<file path="config.mk">
export PLATFORM = sky130hd
export DESIGN_NAME = queue_packer
export DESIGN_NICKNAME = d
export VERILOG_FILES = /design/src/rtl/queue_pkg.sv /design/src/rtl/queue_packer.sv
export SDC_FILE = /design/constraint.sdc
export NUM_CORES = 1
export LEC_CHECK = 0
export CAP_MARGIN = 0
export CORE_MARGIN = 1.5
export CORE_UTILIZATION = 52
export CTS_CLUSTER_DIAMETER = 100
export CTS_CLUSTER_SIZE = 10
export DETAILED_ROUTE_END_ITERATION = 10
export PLACE_DENSITY_LB_ADDON = 0.15
export SYNTH_ARGS = -nofsm -noshare
export SYNTH_HDL_FRONTEND = slang
export SYNTH_SLANG_ARGS = --single-unit
</file>
<file path="constraint.sdc">
create_clock -name clock -period 5.22 [get_ports clock]
set_input_delay 1.566 -clock clock [delete_from_list [all_inputs] [get_ports clock]]
set_output_delay 1.566 -clock clock [all_outputs]
set_load 0.01 [all_outputs]
</file>
<file path="src/rtl/queue_pkg.sv">
// queue_pkg: helpers shared by the queue packer/unpacker pair.
//   lane_index : lane that the cnt-th item of a beat occupies.
//   keep_mask  : lane mask covering the first cnt items of a beat.
// Masks are returned at MAX_WORDS width; callers keep the low WORDS bits.
package queue_pkg;

   localparam int MAX_WORDS = 16;

   function automatic int lane_index(input int cnt, input int words, input bit msb_first);
      return msb_first ? (words - 1 - cnt) : cnt;
   endfunction

   function automatic logic [MAX_WORDS-1:0] keep_mask(input int cnt, input int words,
                                                     input bit msb_first);
      logic [MAX_WORDS-1:0] m;
      int l;
      m = '0;
      for (int i = 0; i < MAX_WORDS; i++) begin
         if (i < cnt && i < words) begin
            l = lane_index(i, words, msb_first);
            m[l[3:0]] = 1'b1;
         end
      end
      return m;
   endfunction

endpackage

</file>
<file path="src/rtl/queue_packer.sv">
// queue_packer: packs WORDS consecutive BITS-wide items into one wide beat.
//   clock, reset_n          : posedge clock, synchronous active-low reset
//   s_value/s_valid/s_ready : narrow item stream in
//   flush                   : close a partial beat early (held until taken)
//   m_value/m_keep/m_valid/m_ready : registered wide beat out, per-lane keep
module queue_packer
   import queue_pkg::*;
#(
   parameter int WORDS     = 4,
   parameter int BITS      = 8,
   parameter int MSB_FIRST = 0
) (
   input  logic                  clock,
   input  logic                  reset_n,
   input  logic [BITS-1:0]       s_value,
   input  logic                  s_valid,
   output logic                  s_ready,
   input  logic                  flush,
   output logic [WORDS*BITS-1:0] m_value,
   output logic [WORDS-1:0]      m_keep,
   output logic                  m_valid,
   input  logic                  m_ready
);

   localparam int            CW   = $clog2(WORDS) + 1;
   localparam logic [CW-1:0] LAST = CW'(WORDS - 1);

   logic [CW-1:0]          cnt, cnt_inc;
   logic [WORDS*BITS-1:0]  acc, merged;
   logic [MAX_WORDS-1:0]   keep_full;
   logic                   out_free, s_fire, complete, flush_go, load;
   int                     lane;

   always_comb begin
      out_free = !m_valid || m_ready;
      // Partial lanes can always absorb items; only the completing item
      // needs a free output register.
      s_ready  = reset_n && ((cnt < LAST) || out_free);
      s_fire   = s_valid && s_ready;
      complete = s_fire && (cnt == LAST);
      // Never emit an empty beat: flush needs stored data or a same-cycle item.
      flush_go = flush && out_free && ((cnt != '0) || s_fire);
      load     = complete || flush_go;
      cnt_inc  = cnt + CW'(s_fire);
      lane     = lane_index(int'(cnt), WORDS, MSB_FIRST != 0);
      merged   = acc;
      for (int i = 0; i < WORDS; i++) begin
         if (s_fire && i == lane) merged[i*BITS +: BITS] = s_value;
      end
      // Occupied lanes after this cycle's item; all ones on a completing accept.
      keep_full = keep_mask(int'(cnt_inc), WORDS, MSB_FIRST != 0);
   end

   // Accumulator and lane counter. Cleared on every beat load so unused
   // lanes of a flushed beat read as zero.
   always_ff @(posedge clock) begin
      if (!reset_n) begin
         acc <= '0;
         cnt <= '0;
      end else if (load) begin
         acc <= '0;
         cnt <= '0;
      end else if (s_fire) begin
         acc <= merged;
         cnt <= cnt_inc;
      end
   end

   // Output register: a new beat may replace the departing one in the same
   // cycle, so back-to-back beats have no bubble.
   always_ff @(posedge clock) begin
      if (!reset_n) begin
         m_value <= '0;
         m_keep  <= '0;
         m_valid <= 1'b0;
      end else if (load) begin
         m_value <= merged;
         m_keep  <= keep_full[WORDS-1:0];
         m_valid <= 1'b1;
      end else if (m_ready) begin
         m_valid <= 1'b0;
      end
   end

endmodule

</file>
==> run summary <==
Status: complete, no violations
Seq/Total Area, Yosys: 52.3%
Routability cong.: 0.836
Clock net sink count: 72
Root buffer cell: clkbuf_8
Vias per cell: 5.53
Clk_skew: 0.00628 ns
Max-cap viol count: 0
Total wire length: 6360 µm
DRC viols: 0
Fin cells: 386
CTS buffer count: 9
Hold-fix buffers, CTS: 0
Clk buf depth: 2
First-pass GRT wire length: 9760 µm
Post-DP HPWL: 3840 µm
Core Util, Final: 67.1%
EDFF count, synth: 0
Data required, critical path: 3.65 ns
Logic pwr share: 11.2%
Main synth FF type: dfxtp_1
PD cells: 314 nW/µm²
Initial antenna violation count: 0
Final layout net count: 329
Chip width: 75.8 µm
Least-Margin Pin Slew: 1.16 ns
Area share of the largest cell type after synthesis: 52.3%
Syn avg cell area: 10.2 µm²
H-tree depth: 3
Max VDD drop: 0.000202 V
Antenna diodes: 0
CTS tree: built
Yosys reg bits: 72
Post-Place Cells: 373
Crit end category: output port
Share of cells above drive strength 1: 8.23%
CP Class: in -> out
Leakage Power: 1.37 nW
DR pass1 iterations: 4
Most frequent cells in the layout: dfxtp_1 (72), clkdlybuf4s50_1 (50), nor2_1 (37)
Die Y: 75.8 µm
Most Frequent Cell on Critical Path: clkdlybuf4s50_1
Final Cycle Share: 90.7%
P_sw: 0.260 mW
WP data arrival: 3.17 ns
Final hold slack: 0.477 ns
Most common cell after layout, fill and taps aside: dfxtp_1
Vias: 2135
# IOs: 51
Sw frac: 24.1%
Initial Utilization: 54.0%
Top post-synthesis cells by area: dfxtp_1 (52%), mux2i_1 (12%), o31ai_1 (8.7%)
Bufs and invs on worst path: 2
Net Count, Synth: 285
Async SR Flop Fraction: 0%
Area growth, synth to finish: 24.4%
Slew HR: 22.9%
Hold crit path type: reg -> reg
Number of library cell types mapped by synthesis: 33
Grt total ovfl: 0
Post-Syn Area: 2760 µm²
Slew Viols, Final: 0
Initial DRC Count: 114
Fin. Hold Viols: 0
Site Rows: 26
Die area: 5750 µm²
Post-CTS Resized: 0
Final setup TNS: 0 ns
Post-synth top area cell: dfxtp_1
Final setup viols: 0
Worst path top cell family by delay: buffers and inverters
Routed Antenna Nets: 0
Tmin final: 4.74 ns
Post-DR wirelength/cell: 16.5 µm
IO Port Bufs: 50
CP startpoint kind: primary input
Critical-path cell list: clkdlybuf4s50_1 -> nor2b_1 -> a21oi_1 -> clkdlybuf4s50_1
Vias in the first global route: 1926
Crit path max fanout: 7
Unrepaired setup endpoints after global routing: no
Number of setup buffers added after CTS: 0
Total track usage: 23.8%
Clock transition at path regs: 0.07 ns
Core Region: 5110 µm²
Clock power share: 35.0%
Sequential power share: 53.8%
Slowest cell on crit path: nor2b_1
Clk_lat worst skew: 0.34 ns
Fmax: 211 MHz
Synth warnings: 0
Largest net degree at the start of global routing: 37
CP max stage delay: 0.55 ns
Post-synthesis cell count: 270
Internal Power: 0.818 mW
tightest hold or removal path: stages (launching register included):
cell     delay, ns
dfxtp_1       0.31
nand3_1       0.07
a21oi_2       0.05
layout make-up:
| cell class | count | area, µm² |
|---|---|---|
| clock buffers | 12 | 155 |
| clock inverters | 1 | 5.00 |
| fillers | 435 | 1680 |
| inverters | 2 | 7.51 |
| multi-input cells | 173 | 1190 |
| flip-flops and latches | 72 | 1440 |
| well taps | 70 | 87.6 |
| repair buffers | 56 | 546 |
state kept, by name (all words and copies together), names as in the netlist:
name / cells
acc: 32
cnt: 3
m_keep: 4
m_valid: 1
m_value: 32
routing by layer:
| layer | global-route usage [%] | share of wire (%) | routed length [µm] | vias up |
|---|---|---|---|---|
| met1 | 32.0 | 48 | 3050 | 1009 |
| li1 | - | - | - | 1051 |
| met3 | 6.61 | 4.8 | 307 | 12 |
| met2 | 36.6 | 45 | 2890 | 63 |
| met5 | 0 | 0 | 0 | - |
| met4 | 8.53 | 1.8 | 115 | 0 |
through the flow:
stage          area, µm²  worst slack [ns]  power [mW]
6_report            3430             0.484        1.08
3_5_place_dp        3270             0.502       0.713
2_1_floorplan       2760              1.66       0.655
3_3_place_gp        3270             0.521       0.711
4_1_cts             3430             0.495        1.08
5_1_grt             3430             0.350        1.11
logic make-up after synthesis:
logic type	after synthesis	share of synthesized area (%)
adder cells (fa/ha/maj)	2	0.908
multiplexers	34	12.3
buffers and inverters	25	5.08
AND/OR/NAND/NOR	56	9.90
flip-flops	72	52.3
AO/OA/AOI/OAI	80	19.2
XOR/XNOR	1	0.318
synthesized netlist by cell type (2+ instances only):
| library cell | number |
|---|---|
| o31ai_1 | 32 |
| buf_2 | 16 |
| mux2i_1 | 34 |
| ha_1 | 2 |
| dfxtp_1 | 72 |
| a211oi_1 | 3 |
| nor4b_1 | 2 |
| buf_6 | 3 |
| inv_1 | 2 |
| clkbuf_1 | 3 |
| nor3_1 | 5 |
| nand2_1 | 3 |
| a21oi_1 | 36 |
| nor2_1 | 37 |
| a21o_1 | 2 |
power by group through the flow:
stage | clock network, mW | registers, mW | logic, mW
2_1_floorplan | 0 | 0.599 | 0.0551
3_3_place_gp | 0 | 0.593 | 0.119
3_5_place_dp | 0 | 0.593 | 0.120
4_1_cts | 0.381 | 0.581 | 0.121
5_1_grt | 0.401 | 0.583 | 0.131
6_report | 0.377 | 0.581 | 0.120
worst paths after layout:
path / startpoint / end / slack, ns / cells after the start
worst max register to register: m_valid / m_keep[2] / 2.77 / 7
worst min register to register: m_keep[3] / m_keep[3] / 0.48 / 2
worst max-delay path: m_ready / s_ready / 0.48 / 4
worst min-delay path: m_keep[3] / m_keep[3] / 0.48 / 2
Note: power is estimated with default switching activity, not from simulation.
==> patch 1: new RTL, same settings <==
Set the parameter `WORDS` to 2 (it was 4).
--- a/src/rtl/queue_packer.sv
+++ b/src/rtl/queue_packer.sv
@@ -6,7 +6,7 @@
 module queue_packer
    import queue_pkg::*;
 #(
-   parameter int WORDS     = 4,
+   parameter int WORDS     = 2,
    parameter int BITS      = 8,
    parameter int MSB_FIRST = 0
 ) (
Interface: changed (resized m_keep and m_value); port bits go from 51 to 33. The function was not compared with the original's and may differ.
==> patch 1 against the unedited design <==
- die area fell by 44%
- wire length fell by 46%
- register-to-register slack improved by 540 ps
- setup slack improved by 330 ps
- final cell count fell by 45%
- final area fell by 46%
- power fell by 51%
- sequential cell count fell by 35
- area after synthesis fell by 46%
- critical path type unchanged
- largest power group unchanged
==> patch 1: results (changes against the unedited design) <==
* Setup ws final at 810.4 ps (was 483.8 ps)
* Leak at 0.0006845 uW (was 0.001365 uW)
* Placer Congestion at 0.8686 (was 0.8364)
* Crit path max fanout at 3 (was 7)
* Arrival time at the worst endpoint at 2840 ps (was 3170 ps)
* Largest net degree at the start of global routing at 38 (was 37)
* Vias in the first global route at 1211 (was 1926)
* Crit-path slowest cell: clkdlybuf4s50_1 (was nor2b_1)
* Hold path start: m_value[11] (was m_keep[3])
* VDD IR max at 0.2324 mV (was 0.2025 mV)
* Status: finished clean (unchanged)
* Fraction of layout cells with a size suffix above 1 at 8.889% (was 8.228%)
* CTS buffer count at 5 (was 9)
* RR Endpoint: m_value[7] (was m_keep[2])
* Initial DRC Count at 17 (was 114)
* Vias at 1254 (was 2135)
* IO buf count at 32 (was 50)
* Post-synth top cells: dfxtp_1, a21oi_1, nor3_1 (was dfxtp_1, nor2_1, a21oi_1)
* Clock slew at reported path FFs at 100 ps (was 70 ps)
* Dominant cells by area after synthesis: dfxtp_1, mux2i_1, a211oi_1 (was dfxtp_1, mux2i_1, o31ai_1)
* RR Startpoint: cnt[0] (was m_valid)
* R2R Setup Slk at 3310 ps (was 2770 ps)
* First-pass GRT wire length at 5.568 mm (was 9.763 mm)
* Syn nets at 163 (was 285)
* Filler cells at 231 (was 435)
* Gr usage total at 22.69% (was 23.75%)
* Seq/Total Area, Yosys at 49.66% (was 52.29%)
* Worst reg-to-reg path cell count at 4 (was 7)
* Post-Route WL at 3.421 mm (was 6.362 mm)
* Slew headroom at 49.82% (was 22.86%)
* WHS Endpoint: m_value[11] (was m_keep[3])
* Max incr delay on CP at 470 ps (was 550 ps)
* CTS root buf: clkbuf_4 (was clkbuf_8)
* Final-stage net count at 193 (was 329)
patch 1: cells by family (layout without fill, tap and decap cells):
kind of cell	Yosys count	count (layout)	synth area share, %
XOR/XNOR	2	2	1.175
AND/OR/NAND/NOR	33	33	12.42
multiplexers	16	16	10.74
flip-flops	37	37	49.66
adder cells (fa/ha/maj)	1	1	0.8388
AO/OA/AOI/OAI	44	44	18.88
buffers and inverters	16	47	6.292
patch 1: worst reg2reg max path, stage by stage (launching register included):
cell and delay [ps]:
dfxtp_1 510, inv_2 80, o311ai_2 300, and2_1 670, a211oi_1 190
patch 1: report_power, final:
part	internal (uW)	switching [uW]
logic	41.8	41.4
registers	295	6.59
clock network	53.7	87.1
total	390	135
patch 1: area by class of cell:
type                            count  share of cell area (%)
Tap cell                           31                   2.092
Multi-Input combinational cell     96                   35.83
Timing Repair Buffer               36                   18.89
Inverter                            3                  0.6073
Clock buffer                        8                   2.632
Sequential cell                    37                   39.95
patch 1: worst max path at each step:
| stage | from | end | cells past startpoint |
|---|---|---|---|
| global route | m_ready | s_ready | 5 |
| global placement | m_ready | s_ready | 5 |
| detailed placement | m_ready | s_ready | 5 |
| CTS | m_ready | s_ready | 5 |
| finish | m_ready | s_ready | 5 |
| floorplan | reset_n | s_ready | 4 |
patch 1: per-stage QoR:
| step | utilization (%) | instance area (um^2) | hold slack [ps] | cells |
|---|---|---|---|---|
| floorplan | - | 1491 | 503.1 | 149 |
| global placement | 66.04 | 1805 | 504.7 | 203 |
| detailed placement | 66.04 | 1805 | 512.4 | 203 |
| CTS | 67.83 | 1854 | 525.5 | 211 |
| global route | 67.83 | 1854 | 546.8 | 211 |
| finish | 67.83 | 1854 | 522.9 | 211 |
patch 1: per-layer routing:
metal	vias up	wire, um	part of all wire (%)	GRT usage (%)
met3	11	144	4.2	7.604
li1	609	-	-	-
met2	38	1705	50	36.88
met4	0	85	2.5	10.88
met1	596	1485	43	26.74
met5	-	0	0	0
==> patch 2: new RTL, same settings <==
Made on the original files. Reset style: asynchronous (`reset_n`), changed in 2 clocked blocks. Comments in the files are not updated.
--- a/src/rtl/queue_packer.sv
+++ b/src/rtl/queue_packer.sv
@@ -53,7 +53,7 @@
 
    // Accumulator and lane counter. Cleared on every beat load so unused
    // lanes of a flushed beat read as zero.
-   always_ff @(posedge clock) begin
+   always_ff @(posedge clock or negedge reset_n) begin
       if (!reset_n) begin
          acc <= '0;
          cnt <= '0;
@@ -68,7 +68,7 @@
 
    // Output register: a new beat may replace the departing one in the same
    // cycle, so back-to-back beats have no bubble.
-   always_ff @(posedge clock) begin
+   always_ff @(posedge clock or negedge reset_n) begin
       if (!reset_n) begin
          m_value <= '0;
          m_keep  <= '0;
Formal check against the unedited RTL: differs if reset_n is asserted again (counterexample within 4 cycles, from zero or initial values and one cycle with reset_n low); with reset_n held inactive, the same outputs for 10 cycles.
==> patch 2 against the unedited design <==
- core utilization increased by 1.4 points
- wire length fell by 13%
- maximum frequency is 6.2% higher
- final area is 12% higher
- setup slack improved by 280 ps
- area after synthesis grew 11%
- sequential cell count unchanged
Power is not compared: it rests on default switching activity, and its combinational part moved more than twofold at a synthesized area within 25%.
==> patch 2: results (changes against the unedited design) <==
* Status: finished clean (unchanged)
* Top_reg_cell synth: dfrtp_1 (was dfxtp_1)
* Post-DP HPWL at 3.587 mm (was 3.838 mm)
* Met3 WL at 228 um (was 307 um)
* Arrival time at the worst endpoint at 2890 ps (was 3170 ps)
* Setup_tns at 0 ps (unchanged)
* Cell variety after synth at 28 (was 33)
* Top flop regs: acc (32), m_value (32), m_keep (4) (unchanged)
* Post-CTS resize count at 0 (unchanged)
* Placement Cell Area at 3625 um^2 (was 3269 um^2)
* Clock slew at reported path FFs at 70 ps (about the same)
* WHS Endpoint: m_keep[0] (was m_keep[3])
* Dominant cells by area after synthesis: dfrtp_1, mux2i_1, mux2_2 (was dfxtp_1, mux2i_1, o31ai_1)
* CTS Buffer Depth at 2 (unchanged)
* Met2 Wirelength at 2.522 mm (was 2.885 mm)
* DR top layer: met4 (unchanged)
* VDD IR max at 0.3133 mV
* Critical path endpoint: s_ready (unchanged)
* Min-delay worst type: flop to flop (unchanged)
* Vias in the first global route at 1922 (was 1926)
* Gr usage total at 19.46% (was 23.75%)
* IO buf count at 50 (unchanged)
* First-pass GRT wire length at 9.335 mm (was 9.763 mm)
* Routing usage on met1 at 27.09% (was 31.97%)
* Multi-input gate area at 1091 um^2 (was 1187 um^2)
* Clk_lat worst skew at 330 ps
* Hold path start: m_keep[0] (was m_keep[3])
* Syn nets at 260 (was 285)
* Seq/Total Area, Yosys at 58.63% (was 52.29%)
* RR Endpoint: m_keep[0] (was m_keep[2])
* Met1 wire length at 2.690 mm (was 3.053 mm)
* Hold path depth at 1 (was 2)
* Max incr delay on CP at 530 ps (was 550 ps)
* Largest net degree at the start of global routing at 73 (was 37)
* Fraction of layout cells with a size suffix above 1 at 13.95% (was 8.228%)
* RR Startpoint: cnt[1] (was m_valid)
* YS warnings at 0 (unchanged)
* P_clk at 480 uW
* Worst reg-to-reg path cell count at 8 (was 7)
* Via-to-Cell Ratio at 5.094 (was 5.531)
* Setup crit start: m_ready (unchanged)
* Crit-path slowest cell: clkdlybuf4s50_1 (was nor2b_1)
* Met2 usage at 29.07% (was 36.62%)
* Initial DRC Count at 57 (was 114)
* Slew headroom at 48.23% (was 22.86%)
* Filler cells at 469 (was 435)
* Skew final at 8.010 ps (was 6.283 ps)
* Placer Congestion at 0.7596 (was 0.8364)
* Leak at 0.001818 uW
* Avg WL per Cell at 14.78 um (was 16.48 um)
* Final-stage net count at 311 (was 329)
* R2R Setup Slk at 2800 ps (was 2770 ps)
* Crit path max fanout at 3 (was 7)
* Post-CTS Setup Bufs at 0 (unchanged)
* Hold Worst Slack at 513.3 ps (was 477.5 ps)
* Ys async rst share at 100.0% (was 0%)
* GRT met3 Usage at 5.257% (was 6.614%)
* Post-synth top cells: dfrtp_1, mux2i_1, inv_1, nor2_1, mux2_2 (was dfxtp_1, nor2_1, a21oi_1)
* Pre-Repair DR Iteration Count at 4 (unchanged)
patch 2: logic make-up (layout without fill, tap and decap cells):
group	Yosys count	in the layout	synth area share, %
xor gates and xnor gates	1	1	0.2851
DFF	72	72	58.63
adders and majority gates	2	2	0.8142
muxes	70	70	23.45
buffers and inverters	42	98	6.229
AOI/OAI and AO/OA	9	9	1.954
and+or+nand+nor	49	49	8.632
patch 2: stage by stage:
step / total power (uW) / std cells / setup slack, ps / util, %
after global placement: 1516 / 357 / 802.4 / 64.64
after floorplan: 1234 / 245 / 1742 / -
after global routing: 2122 / 373 / 690.8 / 68.56
after CTS: 2020 / 373 / 748.6 / 68.56
final: 1996 / 373 / 762.2 / 68.56
after detailed placement: 1537 / 357 / 752.8 / 64.64
patch 2: area by class of cell:
class,instances,area share [%]
Tap cell,72,2.343
Inverter,29,2.831
Sequential cell,72,46.86
Timing Repair Buffer,53,13.86
Clock buffer,10,3.580
Multi-Input combinational cell,131,28.38
Clock inverter,6,2.148
